File: config.mk
export PLATFORM = sky130hd
export DESIGN_NAME = adc_trigger_capture
export DESIGN_NICKNAME = d
export VERILOG_FILES = /design/src/rtl/adc_trigger_capture.sv
export SDC_FILE = /design/constraint.sdc
export NUM_CORES = 2
export LEC_CHECK = 0
export ABC_AREA = 1
export BUFFER_PORTS_ARGS = -buffer_cell sky130_fd_sc_hd__buf_2
export CORE_MARGIN = 5
export CORE_UTILIZATION = 45
export CTS_CLUSTER_DIAMETER = 200
export DETAILED_ROUTE_END_ITERATION = 10
export SETUP_SLACK_MARGIN = 0.1
export SKIP_CTS_REPAIR_TIMING = 1
export SYNTH_ARGS = -nofsm -noshare
export SYNTH_HDL_FRONTEND = slang
export SYNTH_SLANG_ARGS = --single-unit
File: constraint.sdc
create_clock -name aclk -period 22.2 [get_ports aclk]
set_input_delay 3.33 -clock aclk [delete_from_list [all_inputs] [get_ports aclk]]
set_output_delay 3.33 -clock aclk [all_outputs]
set_load 0.005 [all_outputs]
File: src/rtl/adc_trigger_capture.sv
// ADC lane conversion, abs-sum trigger metric and hysteresis trigger that
// streams pre-trigger plus in-window samples with timestamps over AXI4-Stream.
module adc_trigger_capture #(
    parameter int ADC_DATA_WIDTH = 14,
    parameter int NUM_CH         = 2,
    parameter int PRE_DEPTH      = 16,
    parameter int TS_WIDTH       = 48
) (
    input  logic                 aclk,
    input  logic                 areset,
    input  logic [16*NUM_CH-1:0] adc_dat,
    input  logic [15:0]          level_hi,
    input  logic [15:0]          level_lo,
    input  logic [31:0]          max_len,
    input  logic                 auto_rearm,
    input  logic                 arm,
    input  logic                 clear_stats,
    output logic                 m_axis_tvalid,
    input  logic                 m_axis_tready,
    output logic [63:0]          m_axis_tdata,
    output logic                 m_axis_tlast,
    output logic [15:0]          cur_metric,
    output logic [TS_WIDTH-1:0]  cur_sample,
    output logic [15:0]          max_metric,
    output logic [15:0]          triggers_count,
    output logic [15:0]          dropped_count,
    output logic [1:0]           state
);
    localparam int AW = ADC_DATA_WIDTH;
    localparam int PW = $clog2(PRE_DEPTH);
    localparam int SW = (AW + 3 > 17) ? AW + 3 : 17;
    localparam int DW = TS_WIDTH + 16;

    localparam logic [1:0] IDLE    = 2'd0;
    localparam logic [1:0] ARMED   = 2'd1;
    localparam logic [1:0] CAPTURE = 2'd2;
    localparam logic [1:0] DONE    = 2'd3;

    logic [AW-1:0]       conv [NUM_CH];
    logic [AW-1:0]       s1   [NUM_CH];
    logic [AW-1:0]       mag  [NUM_CH];
    logic [AW-1:0]       a2   [NUM_CH];
    logic [SW-1:0]       sum;
    logic [TS_WIDTH-1:0] ts1, ts2, ts3;
    logic [DW-1:0]       dl [PRE_DEPTH];
    logic [PW-1:0]       wp;
    logic [DW-1:0]       dl_out;
    logic [31:0]         win_len;
    logic [PW-1:0]       fl_cnt;
    logic                flush, warm_q, warm;
    logic [15:0]         lo_eff;
    logic                trig, release_hit, limit_hit, emit, last, drop;
    logic                unused;

    assign unused = ^adc_dat;

    always_comb begin
        sum = '0;
        for (int k = 0; k < NUM_CH; k++) begin
            conv[k] = {adc_dat[16*k+15], ~adc_dat[16*k+14 -: AW-1]};
            // The most negative code has no positive twin; clamp it.
            if (s1[k] == {1'b1, {(AW-1){1'b0}}})
                mag[k] = {1'b0, {(AW-1){1'b1}}};
            else if (s1[k][AW-1])
                mag[k] = -s1[k];
            else
                mag[k] = s1[k];
            sum = sum + SW'(a2[k]);
        end
    end

    always_ff @(posedge aclk) begin
        if (areset) begin
            for (int k = 0; k < NUM_CH; k++) begin
                s1[k] <= '0;
                a2[k] <= '0;
            end
            cur_metric <= '0;
            cur_sample <= '0;
            ts1 <= '0;
            ts2 <= '0;
            ts3 <= '0;
        end else begin
            for (int k = 0; k < NUM_CH; k++) begin
                s1[k] <= conv[k];
                a2[k] <= mag[k];
            end
            cur_metric <= (|sum[SW-1:16]) ? 16'hFFFF : sum[15:0];
            cur_sample <= cur_sample + TS_WIDTH'(1);
            ts1 <= cur_sample;
            ts2 <= ts1;
            ts3 <= ts2;
        end
    end

    // Reading before the write yields the pair stored PRE_DEPTH cycles ago.
    assign dl_out = dl[wp];

    always_ff @(posedge aclk) begin
        if (areset) begin
            for (int i = 0; i < PRE_DEPTH; i++)
                dl[i] <= '0;
            wp <= '0;
        end else begin
            dl[wp] <= {ts3, cur_metric};
            wp <= wp + PW'(1);
        end
    end

    assign warm        = warm_q | (cur_sample >= TS_WIDTH'(PRE_DEPTH + 3));
    assign lo_eff      = (level_lo > level_hi) ? level_hi : level_lo;
    assign trig        = (state == ARMED) && warm && (cur_metric > level_hi);
    assign release_hit = cur_metric < lo_eff;
    assign limit_hit   = (max_len != 32'd0) && (win_len == max_len);
    assign emit        = trig || (state == CAPTURE);
    assign last        = (state == CAPTURE) && flush && (fl_cnt == PW'(1));
    assign drop        = emit && m_axis_tvalid && !m_axis_tready;

    always_ff @(posedge aclk) begin
        if (areset) begin
            state   <= IDLE;
            warm_q  <= 1'b0;
            win_len <= '0;
            fl_cnt  <= '0;
            flush   <= 1'b0;
        end else begin
            warm_q <= warm;
            unique case (state)
                IDLE: if (warm && (auto_rearm || arm)) state <= ARMED;
                ARMED: begin
                    if (trig) begin
                        state   <= CAPTURE;
                        win_len <= 32'd1;
                        flush   <= 1'b0;
                    end
                end
                CAPTURE: begin
                    if (flush) begin
                        fl_cnt <= fl_cnt - PW'(1);
                        if (fl_cnt == PW'(1)) begin
                            flush <= 1'b0;
                            state <= auto_rearm ? ARMED : DONE;
                        end
                    end else if (limit_hit || release_hit) begin
                        flush  <= 1'b1;
                        fl_cnt <= PW'(PRE_DEPTH - 1);
                    end else begin
                        win_len <= win_len + 32'd1;
                    end
                end
                DONE: if (arm) state <= ARMED;
                default: state <= IDLE;
            endcase
        end
    end

    always_ff @(posedge aclk) begin
        if (areset) begin
            m_axis_tvalid <= 1'b0;
            m_axis_tdata  <= '0;
            m_axis_tlast  <= 1'b0;
        end else if (emit) begin
            if (!m_axis_tvalid || m_axis_tready) begin
                m_axis_tvalid <= 1'b1;
                m_axis_tdata  <= dl_out;
                m_axis_tlast  <= last;
            end else if (last) begin
                m_axis_tdata <= dl_out;
                m_axis_tlast <= 1'b1;
            end
        end else if (m_axis_tready) begin
            m_axis_tvalid <= 1'b0;
        end
    end

    always_ff @(posedge aclk) begin
        if (areset) begin
            max_metric     <= '0;
            triggers_count <= '0;
            dropped_count  <= '0;
        end else if (clear_stats) begin
            max_metric     <= '0;
            triggers_count <= '0;
            dropped_count  <= '0;
        end else begin
            if (cur_metric > max_metric)
                max_metric <= cur_metric;
            if (trig && triggers_count != 16'hFFFF)
                triggers_count <= triggers_count + 16'd1;
            if (drop && dropped_count != 16'hFFFF)
                dropped_count <= dropped_count + 16'd1;
        end
    end
endmodule

=== Word level (Yosys, flattened, before mapping) ===
Memories as Yosys holds them, arrays and structs flattened. A register that Yosys moved wholly into a read port is not among the register bits.
Index checks and enable logic that the tools add are counted.
Widths: inputs -> output; s select.

* Add/sub/neg operators: 9
* $lt $le $gt $ge: 5
* Eq/ne operators: 17
* Multiplexer cells: 42
* Bitwise gates (word level): 7
* Reduce and logical (&&, ||, !) cells: 30

{| class="wikitable"
|+ Operator list
! kind !! count
|-
| $mux 64 || 3
|-
| $mux 14 || 8
|-
| $mux 32 || 3
|-
| $pmux 32 s2 || 1
|-
| $reduce_or 64->1 || 1
|-
| $add 48x1->48 const B || 1
|-
| $ge 48x5->1 const B || 1
|-
| $gt 16x16->1 || 3
|-
| $add 16x1->16 const B || 2
|-
| $add 32x1->32 const B || 1
|-
| $eq 32x32->1 || 1
|-
| $mux 16 || 2
|-
| $ne 16x16->1 const B || 2
|-
| $reduce_bool 32->1 || 1
|-
| $eq 14x14->1 const B || 2
|-
| $neg 14->14 || 2
|-
| $not 13->13 || 2
|-
| $lt 16x16->1 || 1
|-
| $mux 4 || 4
|-
| $add 14x14->15 || 1
|-
| $mux 1 || 13
|-
| $mux 2 || 6
|-
| $ne 2x2->1 const B || 6
|-
| $logic_and 1x1->1 || 10
|-
| 17 further kinds || 33
|}

* Flip-flop bits (word level): 366
* Bits in writable memories: 1080
* Input port bits: 102
* Word-level logic and storage cells: 130
* Memories: 3

{| class="wikitable"
|+ Memory list
! name !! depth !! bits a word !! rd ports !! clocked after Yosys merged registers in !! wr ports !! line !! source
|-
| dl || 16 || 64 || 1 || 1 || 16 || 45 || <nowiki>logic [DW-1:0] dl [PRE_DEPTH];</nowiki>
|-
| a2 || 2 || 14 || 2 || 0 || 2 || 42 || <nowiki>logic [AW-1:0] a2 [NUM_CH];</nowiki>
|-
| s1 || 2 || 14 || 2 || 0 || 2 || 40 || <nowiki>logic [AW-1:0] s1 [NUM_CH];</nowiki>
|}

=== Depth between registers and ports, before layout ===
* Depth in word-level cells: 8
* Depth in mapped cells: 30
* Gate-level depth less buffers: 29

=== Worst setup path after synthesis ===
No wires, ideal clock.

* Kind: register to register
* Start: reg wp[0]
* End: mem dl[12][0] (netlist name) (enable)
* Library setup time: 0.571 ns
* Data arrival time: 6.408 ns
* Setup slack: 15.221 ns
* Stages on the path, launching flop included: 10
* Clock period less this slack: 6.979 ns
* Cells stage by stage: dfxtp_1 -> clkbuf_1 -> inv_2 -> clkbuf_1 -> clkbuf_1 -> buf_1 -> ha_1 -> clkbuf_1 -> inv_1 -> o21ai_0

{| class="wikitable"
|+ RTL lines
! item !! line !! source
|-
| start, declared || 46 || <nowiki>logic [PW-1:0] wp;</nowiki>
|-
| start signal, assigned || 106 || <nowiki>wp <= wp + PW'(1);</nowiki>
|-
| end, declared || 45 ||
|}

=== Worst setup path after layout ===
* Start: in level_hi[15]
* End: reg win_len[21]

* Word-level cells in the longest chain between the ends: 6

{| class="wikitable"
|+ RTL lines
! item !! line !! source
|-
| start, declared || 12 || <nowiki>input logic [15:0] level_hi,</nowiki>
|-
| $gt 16x16->1 || 111 || <nowiki>assign lo_eff = (level_lo > level_hi) ? level_hi : level_lo;</nowiki>
|-
| $mux 16 || 111 ||
|-
| $lt 16x16->1 || 113 || <nowiki>assign release_hit = cur_metric < lo_eff;</nowiki>
|-
| $logic_or 1x1->1 || 144 || <nowiki>end else if (limit_hit || release_hit) begin</nowiki>
|-
| $ne 2x2->1 (no source line) || -- ||
|-
| $reduce_and 4->1 (no source line) * || -- ||
|-
| end signal, assigned || 148 || <nowiki>win_len <= win_len + 32'd1;</nowiki>
|-
| end, declared || 48 || <nowiki>logic [31:0] win_len;</nowiki>
|}

Mark *: on every way between the ends. The rest lies on a longest branch, timed or not.
A chain may end at the register's enable or synchronous reset.

==> impl_table.tex <==
\begin{tabular}{lr}
\hline
Metric & Value \\
\hline
\multicolumn{2}{l}{\textbf{GRT}} \\
Initial antenna violation count & 10 \\
First-pass GRT wire length & around 280 mm \\
Overall Global Routing Usage & 0.259 \\
Overflow after GRT & 0 \\
Maximum number of pins on one net before global-route repair & around 230 \\
Number of global-route vias before repair & $\sim$44000 \\
\multicolumn{2}{l}{\textbf{Route}} \\
Total wire length & about 190 mm \\
Residual DRC & 0 \\
Via total after detailed routing & between 40000 and 50000 \\
Avg Vias per Cell & between 5 and 6 \\
Routed Antenna Nets & 0 \\
Detailed Route Iter0 Violations & a little over 5000 \\
Total iterations of the first detailed-routing run & 6 \\
Post-DR wirelength/cell & between 20 and 25 um \\
\multicolumn{2}{l}{\textbf{CTS}} \\
Root buffer selected by CTS & clkbuf\_16 \\
Buffer levels on the longest clock path & 3 \\
Clock buffers created by TritonCTS & around 150 \\
Clk pin slew, worst setup/hold paths & around 0.060 ns \\
H-tree depth & 4 \\
CTS tree & built \\
Clock tree sinks & 1427 \\
Clk Latency, worst-skew pair & approximately 0.76 ns \\
\multicolumn{2}{l}{\textbf{Yosys}} \\
Post-synth design cell area & roughly 60000 um\^{}2 \\
Dominant cell by count in the synthesized netlist & nor2\_1 \\
Share of the synthesized area in the top cell type & 0.495 \\
Gate count after technology mapping & around 6300 \\
Fraction of synthesis flops using an asynchronous set or reset pin & 0 \\
Cell type with the largest total area after synthesis & edfxtp\_1 \\
Commonest register cell after synthesis & edfxtp\_1 \\
Share of the yosys chip area belonging to registers & 0.632 \\
Count of distinct cell types in the synthesized netlist & 51 \\
Number of storage elements in the synthesis netlist & about 1400 \\
Syn. warnings & 0 \\
Synthesized area per cell & roughly 9.7 um\^{}2 \\
Cell types with the largest area share after synthesis & edfxtp\_1 (49\%), dfxtp\_1 (14\%), nor2\_1 (11\%), o21ai\_0 (5.6\%), inv\_1 (2.6\%) \\
Number of enable flip-flop cells after synthesis & 1008 \\
Post-synth top cells & nor2\_1 (1861), edfxtp\_1 (1008), o21ai\_0 (690) \\
\multicolumn{2}{l}{\textbf{Timing}} \\
Count of final hold-check violations & 0 \\
Unrepaired setup endpoints after global routing & false \\
Total Neg Setup Slack & 0 ns \\
Min cycle time layout & 7.46 ns \\
Final Slew Violations & 0 \\
Slew at the pin closest to its max-slew limit & $\sim$1.2 ns \\
Maximum achievable frequency & $\sim$130 MHz \\
Final worst clock skew & 0.0248 ns \\
Final count of negative-setup-slack endpoints & 0 \\
Final period utilization & 0.336 \\
Rel. slew slack & 0.172 \\
\multicolumn{2}{l}{\textbf{Worst setup path}} \\
Worst Setup Start Kind & primary input \\
Critical path peak fanout & a little under 70 \\
Worst-case reg-to-reg path depth & 5 \\
Kind of end point of the critical path & flip-flop \\
WS Path Type & primary input to flip-flop \\
Arrival time reported for the critical path endpoint & 8.09 ns \\
Reg-to-Reg Start & wp[1] \\
Data required, critical path & between 20 and 25 ns \\
R2r setup slk & $\sim$18 ns \\
Worst r2r dst & dl[2][29] \\
\multicolumn{2}{l}{\textbf{Floorplan}} \\
Floorplan Core Area & 135000 um\^{}2 \\
Initial core utilization & 0.452 \\
DIE WIDTH & 379 um \\
Site row count & about 140 \\
Overall die height & between 300 and 400 um \\
I/O pin count & about 280 \\
Die area & approximately 140000 um\^{}2 \\
\multicolumn{2}{l}{\textbf{Job}} \\
Max Cap Viol & 0 \\
\multicolumn{2}{l}{\textbf{Power}} \\
Static power due to leakage & roughly 25 nW \\
Maximum resistive drop on vdd & around 0.08 mV \\
Power density normalized to cell area & about 88 nW/um\^{}2 \\
\multicolumn{2}{l}{\textbf{Cells and area}} \\
Combined area of the multi-input logic cells & slightly below 20000 um\^{}2 \\
Area delta synth->final & 12.8\% \\
Reg area & about 39000 um\^{}2 \\
Fillers & roughly 12000 \\
Proportion of layout cells with a drive suffix above 1 & 0.101 \\
Count of placed standard cells in the final layout, fillers left out & just over 8000 \\
Final Net Count & about 6500 \\
\multicolumn{2}{l}{\textbf{Hold path}} \\
Worst Hold Endpoint & ts3[46] \\
Hold Path Stages & 2 \\
Start point of the worst min-delay path & ts2[46] \\
Worst hold path class & flip-flop to flip-flop \\
\multicolumn{2}{l}{\textbf{Placed design}} \\
Placed wire-length estimate after detailed placement & $\sim$100 mm \\
Global placer's final weighted congestion & 0.872 \\
Number of port buffers & 274 \\
Placed Cells & $\sim$8000 \\
\multicolumn{2}{l}{\textbf{Outcome}} \\
Result of the run & finished clean \\
\hline
\end{tabular}
-- kinds of logic after synthesis --
kind of cell,share of synthesized area
compound gates,0.123
xor+xnor,0.00630
fa+ha+maj,0.0189
buf+inv,0.0545
flops,0.632
other cells,0.0000613
simple gates,0.165
-- cell usage in the layout, fill, tap and decap left out, types with 63 or more instances in the layout --
| cell type | synthesis | routed |
|---|---|---|
| a22o_1 | 64 | 64 |
| nand3_1 | 130 | 114 |
| clkbuf_16 | 0 | 159 |
| o22ai_1 | 253 | 253 |
| dfxtp_1 | 419 | 417 |
| buf_4 | 3 | 63 |
| a21oi_1 | 227 | 227 |
| ha_1 | 91 | 91 |
| buf_2 | 6 | 273 |
| nor2_1 | 1861 | 1857 |
| inv_1 | 423 | 422 |
| edfxtp_1 | 1008 | 1008 |
| o21ai_0 | 690 | 681 |
| nand2_1 | 331 | 323 |
-- flip-flops by register name, summed over array words and instances (netlist names), 16 cells and up --
| signal | cells |
|---|---|
| win_len | 32 |
| triggers_count | 16 |
| ts1 | 48 |
| dl | 1008 |
| a2 | 28 |
| dropped_count | 16 |
| m_axis_tdata | 63 |
| s1 | 28 |
| ts3 | 48 |
| ts2 | 48 |
| cur_sample | 48 |
-- worst max-delay path, stage by stage --
cell	delay, ns
buf_2	0.09
inv_1	0.07
ha_1	0.30
nand2_1	0.09
nor3_1	0.42
nand3_1	0.15
nand2_1	0.21
clkinv_1	0.57
o21ai_0	0.45
ha_1	0.31
a21oi_1	0.13
nor2_1	0.05
a211oi_1	0.17
nand2_1	0.18
nand2_1	0.09
nand2_1	0.06
nand2_1	0.20
nand2_2	0.74
a21oi_1	0.37
nor2_1	0.07
-- where the power goes --
part,total (mW),switching [mW],internal (mW)
Clock,2.52,1.05,1.46
Sequential,3.00,0.0476,2.95
Combinational,0.559,0.402,0.157
-- area by class of cell --
cell class,count,area share
Inverter,434,0.0240
Timing Repair Buffer,339,0.0275
Clock buffer,222,0.0645
Clock inverter,60,0.00742
Multi-Input combinational cell,3995,0.284
Antenna cell,2,0.0000726
Sequential cell,1427,0.560
Tap cell,1781,0.0323
-- layer usage --
layer  wire length (um)  track usage  part of all wire
met4               6700       0.0926             0.036
met3              18000       0.0586             0.096
met1              76600        0.348              0.41
met5                128            0           0.00068
met2              87000        0.415              0.46
-- worst max path at each step --
stage / start / endpoint / cells after the start
floorplan: wp[0] / dl[12][0] / 9
global placement: level_hi[15] / win_len[30] / 20
detailed placement: level_hi[15] / win_len[16] / 20
CTS: level_hi[15] / win_len[11] / 20
global route: level_hi[15] / win_len[7] / 21
finish: level_hi[15] / win_len[21] / 20
-- per-stage QoR --
| step | worst slack [ns] | power [mW] | hold slack [ns] | util | cell area, um^2 |
|---|---|---|---|---|---|
| final | 14.74 | 6.07 | 0.393 | 0.510 | 69000 |
| after global routing | 14.23 | 6.28 | 0.405 | 0.510 | 69000 |
| after CTS | 14.81 | 6.10 | 0.391 | 0.510 | 69000 |
| after detailed placement | 14.02 | 3.61 | 0.393 | 0.473 | 64000 |
| after global placement | 14.10 | 3.60 | 0.391 | 0.473 | 64000 |
| after floorplan | 15.22 | 3.39 | 0.388 | - | 61200 |
Power figures use the tool's default switching activity.
